$ cat src/rtl/argo_chan_pipe.sv
// Three-stage channel pipeline: push into FIFO 1, move (+ADD_CONST) into FIFO 2,
// drain FIFO 2 into a registered output with valid/ready handshake.
module argo_chan_pipe #(
   parameter int unsigned      WIDTH     = 32,
   parameter int unsigned      DEPTH     = 4,
   parameter int unsigned      ADDR_W    = 2,
   parameter logic [WIDTH-1:0] ADD_CONST = '0
) (
   input  logic             clk,
   input  logic             rst,
   input  logic             ivalid,
   output logic             oready,
   input  logic [WIDTH-1:0] datain,
   output logic             ovalid,
   input  logic             iready,
   output logic [WIDTH-1:0] dataout
);

   localparam logic [ADDR_W-1:0] LP_PTR_ONE = ADDR_W'(1);
   localparam logic [ADDR_W:0]   LP_CNT_ONE = (ADDR_W + 1)'(1);
   localparam logic [ADDR_W:0]   LP_FULL    = (ADDR_W + 1)'(DEPTH);

   logic [WIDTH-1:0]  r_mem1 [DEPTH];
   logic [WIDTH-1:0]  r_mem2 [DEPTH];
   logic [ADDR_W-1:0] r_wr_ptr1;
   logic [ADDR_W-1:0] r_rd_ptr1;
   logic [ADDR_W-1:0] r_wr_ptr2;
   logic [ADDR_W-1:0] r_rd_ptr2;
   logic [ADDR_W:0]   r_count1;
   logic [ADDR_W:0]   r_count2;
   logic              r_ovalid;
   logic [WIDTH-1:0]  r_dataout;

   logic              w_push1;
   logic              w_move;
   logic              w_load;
   logic [WIDTH-1:0]  w_head1;
   logic [WIDTH-1:0]  w_head2;
   logic [WIDTH-1:0]  w_move_data;

   // oready looks at count1 only, so a pop from a full FIFO 1 frees a slot one cycle later
   assign oready      = (r_count1 != LP_FULL);
   assign w_push1     = ivalid && oready;
   assign w_move      = (r_count1 != '0) && (r_count2 != LP_FULL);
   assign w_load      = (r_count2 != '0) && (!r_ovalid || iready);
   assign w_head1     = r_mem1[r_rd_ptr1];
   assign w_head2     = r_mem2[r_rd_ptr2];
   assign w_move_data = w_head1 + ADD_CONST;

   assign ovalid  = r_ovalid;
   assign dataout = r_dataout;

   // Storage is intentionally left uninitialised; pointers/counts gate every read.
   always_ff @(posedge clk) begin
      if (w_push1) r_mem1[r_wr_ptr1] <= datain;
      if (w_move)  r_mem2[r_wr_ptr2] <= w_move_data;
   end

   always_ff @(posedge clk or negedge rst) begin
      if (!rst) begin
         r_wr_ptr1 <= '0;
         r_rd_ptr1 <= '0;
         r_wr_ptr2 <= '0;
         r_rd_ptr2 <= '0;
         r_count1  <= '0;
         r_count2  <= '0;
         r_ovalid  <= 1'b0;
         r_dataout <= '0;
      end else begin
         if (w_push1) r_wr_ptr1 <= r_wr_ptr1 + LP_PTR_ONE;
         if (w_move) begin
            r_rd_ptr1 <= r_rd_ptr1 + LP_PTR_ONE;
            r_wr_ptr2 <= r_wr_ptr2 + LP_PTR_ONE;
         end
         if (w_load) r_rd_ptr2 <= r_rd_ptr2 + LP_PTR_ONE;

         if (w_push1 && !w_move)      r_count1 <= r_count1 + LP_CNT_ONE;
         else if (!w_push1 && w_move) r_count1 <= r_count1 - LP_CNT_ONE;

         if (w_move && !w_load)      r_count2 <= r_count2 + LP_CNT_ONE;
         else if (!w_move && w_load) r_count2 <= r_count2 - LP_CNT_ONE;

         // Without a load, a consumed word can only mean FIFO 2 was empty.
         if (w_load) begin
            r_dataout <= w_head2;
            r_ovalid  <= 1'b1;
         end else if (iready) begin
            r_ovalid  <= 1'b0;
         end
      end
   end

endmodule

$ cat config.mk
export PLATFORM = sky130hd
export DESIGN_NAME = argo_chan_pipe
export DESIGN_NICKNAME = d
export VERILOG_FILES = /design/src/rtl/argo_chan_pipe.sv
export SDC_FILE = /design/constraint.sdc
export NUM_CORES = 1
export LEC_CHECK = 0
export CORE_MARGIN = 10
export CORE_UTILIZATION = 59
export DETAILED_ROUTE_END_ITERATION = 12
export PLACE_DENSITY_LB_ADDON = 0.1
export SETUP_SLACK_MARGIN = 0.2
export SYNTH_ARGS = -nofsm -noshare
export SYNTH_HDL_FRONTEND = slang
export SYNTH_SLANG_ARGS = --single-unit
$ cat constraint.sdc
create_clock -name clk -period 3.3 [get_ports clk]
set_input_delay 0.33 -clock clk [delete_from_list [all_inputs] [get_ports clk]]
set_output_delay 0.33 -clock clk [all_outputs]
set_load 0.05 [all_outputs]
* Word level (Yosys, flattened, before mapping)
Memory sizes are Yosys's and may differ from the RTL's. A register that Yosys moved wholly into a read port is not among the register bits. Cells that the tools add are included.
Operators by class: $add $sub $neg 8, equality and inequality tests 2, multiplexer cells 10, reductions and logical operators 18
Operator list (number):
- 2-to-1 mux 3 bit | 4
- adder 2 x 1 -> 2 bit, second input constant | 4
- logical AND 1 bit | 7
- adder 3 x 1 -> 3 bit, second input constant | 2
- 2-to-1 mux 1 bit | 6
- != test 3 bit, second input constant | 2
- nonzero test 2 bit | 3
- nonzero test 3 bit | 2
- subtractor 3 x 1 -> 3 bit, second input constant | 2
- zero test 1 bit | 5
- logical OR 1 bit | 1
Word-level totals: register bits 15, memory bits (writable) 256, word-level logic and storage cells 47, memories kept 2
Memories:
- r_mem1 | depth 4, bits a word 32, rd ports 1, clocked after memory_dff 0, write ports 1, line 23 | logic [WIDTH-1:0] r_mem1 [DEPTH];
- r_mem2 | depth 4, bits a word 32, rd ports 1, clocked after memory_dff 1, write ports 1, line 24 | logic [WIDTH-1:0] r_mem2 [DEPTH];

* Longest topological paths before layout
depth in word-level cells 6, gate-level depth with buffers 11, depth with buffers taken out 9

* Worst setup path before layout
No wires, ideal clock.
kind reg-to-reg, from register r_count2[0], to register r_count2[2], library setup time 0.079 ns, arrival time 2.260 ns, slack 0.960 ns, cell stages (with the launch flop) 12, path buffers 2, clock period less this slack 2.340 ns, cell sequence dfrtp_1 -> or3_4 -> and2_4 -> buf_6 -> buf_12 -> inv_1 -> ha_1 -> inv_1 -> fa_1 -> xor2_1 -> nor2_1 -> xor2_1
Between the ends: word-level cells in the longest chain between the ends 5, elaborated cells between the ends (all ways) 13, those cells by class 2 x add/sub; 1 x eq/ne; 2 x mux; 8 x reduce/logical
RTL lines:
- from (decl) | line 30 | logic [ADDR_W:0] r_count2;
- from (signal assigned) | line 80 | if (w_move && !w_load) r_count2 <= r_count2 + LP_CNT_ONE;
- from (signal assigned) | line 81 | else if (!w_move && w_load) r_count2 <= r_count2 - LP_CNT_ONE;
- branches (longest 5 deep; another with subtractor 3 x 1 -> 3 bit)
Several ways; the timed one is not identified. The select of a mux whose other input is x is not followed. A chain may end at the register's enable or synchronous reset.

* Final worst setup path
Same ends and word-level chain as after synthesis.

==> results by group <==
Routing
  – Avg Vias per Cell: 5.67
  – Met3 Routed Length: 921 microns
  – DRT iter0 DRCs: 424
  – Highest routed metal layer: met4
  – Detailed-route via count: 4838
  – Met2 WL: 10.2 mm
  – DRT met1 WL: 8.31 mm
  – Avg WL per Cell: 23.1 microns
  – First-pass DRT Iterations: 4
  – Total wire length: 19.8 mm
  – ANT nets after route: 0
  – DRC: 0

STA
  – RSZ-0062 raised after global routing: false
  – Clk_skew: 11.1 ps
  – Final hold violations: 0
  – Slew @ Worst Pin: 899 ps
  – Pins Over Slew Limit: 0
  – Rel. slew slack: 40.1%
  – Fin Setup TNS: 0 ps
  – Fin crit period: 2390 ps
  – Tcrit/Tclk final: 72.4%
  – Setup violations, final: 0
  – F_max: 0.419 GHz

Floorplan
  – Die height: 159 microns
  – Total die area: 25300 sq um
  – Initial core utilization: 60.5%
  – Die boundary width: 159 microns
  – Ports: 70
  – Area of the core: 18800 sq um
  – Rows: 50

Power
  – Overall power: 14800 uW
  – Int Pwr: 10200 uW
  – Net Sw Frac: 30.8%
  – PwrDens: 1110 nW/um^2
  – Reg power frac: 44.9%
  – Pleak: 0.00463 uW
  – Switching Power: 4550 uW
  – Worst IR drop on VDD: 0.684 mV
  – Clk pwr share: 22.5%
  – Gate power share: 32.5%

Synth
  – Netlist Area Pre-Place: 11400 sq um
  – Post-synth EDFFs: 256
  – Synthesized Nets: 526
  – Ys flop type: edfxtp_1
  – Avg Inst Size Synth: 23.8 sq um
  – Synth Register Bits: 303
  – Cell count after synthesis: 478
  – Seq/Total Area, Yosys: 77.8%
  – Yosys warns: 0
  – FFs w/ async S/R, synth: 15.5%
  – Library cells used by synthesis: 25

Outcome
  – Outcome: complete, no violations

Global route
  – GRT Overall Usage: 15.9%
  – Initial antenna violation count: 0
  – First-pass GRT wire length: 31.6 mm
  – Largest net degree at the start of global routing: 33
  – GRT overflow: 0
  – Vias in the first global route: 5385

Cells and area
  – Layout Cells excl Fill: 854
  – Final nets: 619
  – Final Core Density: 71.1%
  – Area delta synth->final: 17.5%
  – Share of layout cells above drive strength 1: 28.8%
  – Commonest non-fill, non-tap cell in the layout: edfxtp_1
  – Most frequent cells in the layout: 256 x edfxtp_1, 68 x clkdlybuf4s50_1, 64 x mux4_2

CTS
  – # hold bufs at CTS: 1
  – Worst-Skew Late Latency: 540 ps
  – Clk buf depth: 3
  – Clock Sinks: 303
  – Htree depth: 1
  – CTS tree: done
  – CTS buffer count: 29
  – Clock slew at reported path FFs: 60 ps
  – Setup bufs post-CTS: 0
  – CTS root buf: clkbuf_16
  – PostCTS Resize Cnt: 0

Critical path
  – CP required: 3760 ps
  – CP arrival: 2850 ps
  – Crit-path cells: or3_4 > and2_4 > inv_1 > ha_1 > inv_1 > fa_1 > xor2_1 > nor2_1 > xor2_1
  – CP Launch Type: flop
  – CP delay by family, top: simple AND/OR/NAND/NOR gates
  – CP Capture Type: flop
  – Worst Path Max Fanout: 15
  – Slowest library cell on the worst path: dfrtp_1
  – CP Class: reg2reg
  – Slowest stage delay, CP: 430 ps
  – WP buf/inv: 2

Place
  – Final Wtd Congestion: 0.709
  – Dpl hpwl: 12.5 mm
  – Placed Cells: 799
  – PortBufs: 69

Job
  – Max-Cap Viols: 0

Hold path
  – Worst min path class: in2async
Yosys cell counts, types with 2 or more instances:
cell type	count	area share (%)
edfxtp_1	256	67
xnor2_1	6	0.46
ha_1	10	1.1
mux4_2	64	13
dfrtp_1	47	10
buf_2	8	0.35
mux2_4	28	3.7
buf_12	3	0.53
xor2_1	6	0.46
clkbuf_1	8	0.26
and2_1	8	0.44
nand2b_1	2	0.11
fa_1	2	0.35
inv_1	9	0.30
nor2_1	4	0.13
mux2_2	8	0.79
path summary, 6_finish.rpt:
kind	depth (start not counted)	to	start	slack, ps
setup reg to reg	9	r_count2[2]	r_count2[0]	910
max in group asynchronous	3	r_rd_ptr2[0]	rst	2160
setup / recovery	9	r_count2[2]	r_count2[0]	910
min in group clk	1	r_mem1[3][22]	datain[22]	420
hold / removal	2	dataout[4]	rst	330
hold reg to reg	1	dataout[0]	dataout[0]	500
power groups by stage:
stage | logic [uW] | clock network [uW] | registers [uW]
final | 4810 | 3330 | 6650
after global routing | 5180 | 3580 | 6810
after CTS | 4910 | 3400 | 6680
after detailed placement | 4900 | 0 | 6740
after global placement | 4750 | 0 | 6630
after floorplan | 2950 | 0 | 7140
kinds of logic after synthesis:
| family | synth area share, % |
|---|---|
| AND/OR/NAND/NOR | 0.977 |
| XOR/XNOR | 0.922 |
| adder cells (fa/ha/maj) | 1.45 |
| flip-flops | 77.8 |
| AO/OA/AOI/OAI | 0.209 |
| buffers and inverters | 1.54 |
| multiplexers | 17.1 |
per-layer routing:
layer  track usage (%)  up-vias
met3              2.94       33
li1                  -     2135
met4              4.09        0
met2              26.7      110
met1              21.1     2560
met5                 0        -
through the flow:
step / setup WS [ps] / area, sq um / hold WS (ps)
6_report: 911 / 13400 / 329
5_1_grt: 774 / 13400 / 376
4_1_cts: 908 / 13400 / 366
3_5_place_dp: 759 / 12400 / 386
3_3_place_gp: 881 / 12400 / 362
2_1_floorplan: 960 / 11400 / 34.4
state kept, by name, indices dropped and copies added, names as in the netlist:
name,count
dataout,32
r_rd_ptr1,2
r_rd_ptr2,2
r_wr_ptr1,2
r_count1,3
r_count2,3
r_wr_ptr2,2
ovalid,1
r_mem1,128
r_mem2,128
final cells by class:
class	instances	area, sq um
sequential	303	8870
fill	1112	5450
multi-input combinational	146	2370
timing repair buffer	82	811
clock buffer	37	796
tap	260	325
clock inverter	16	184
inverter	9	33.8
antenna	1	2.50
Power figures use the tool's default switching activity.
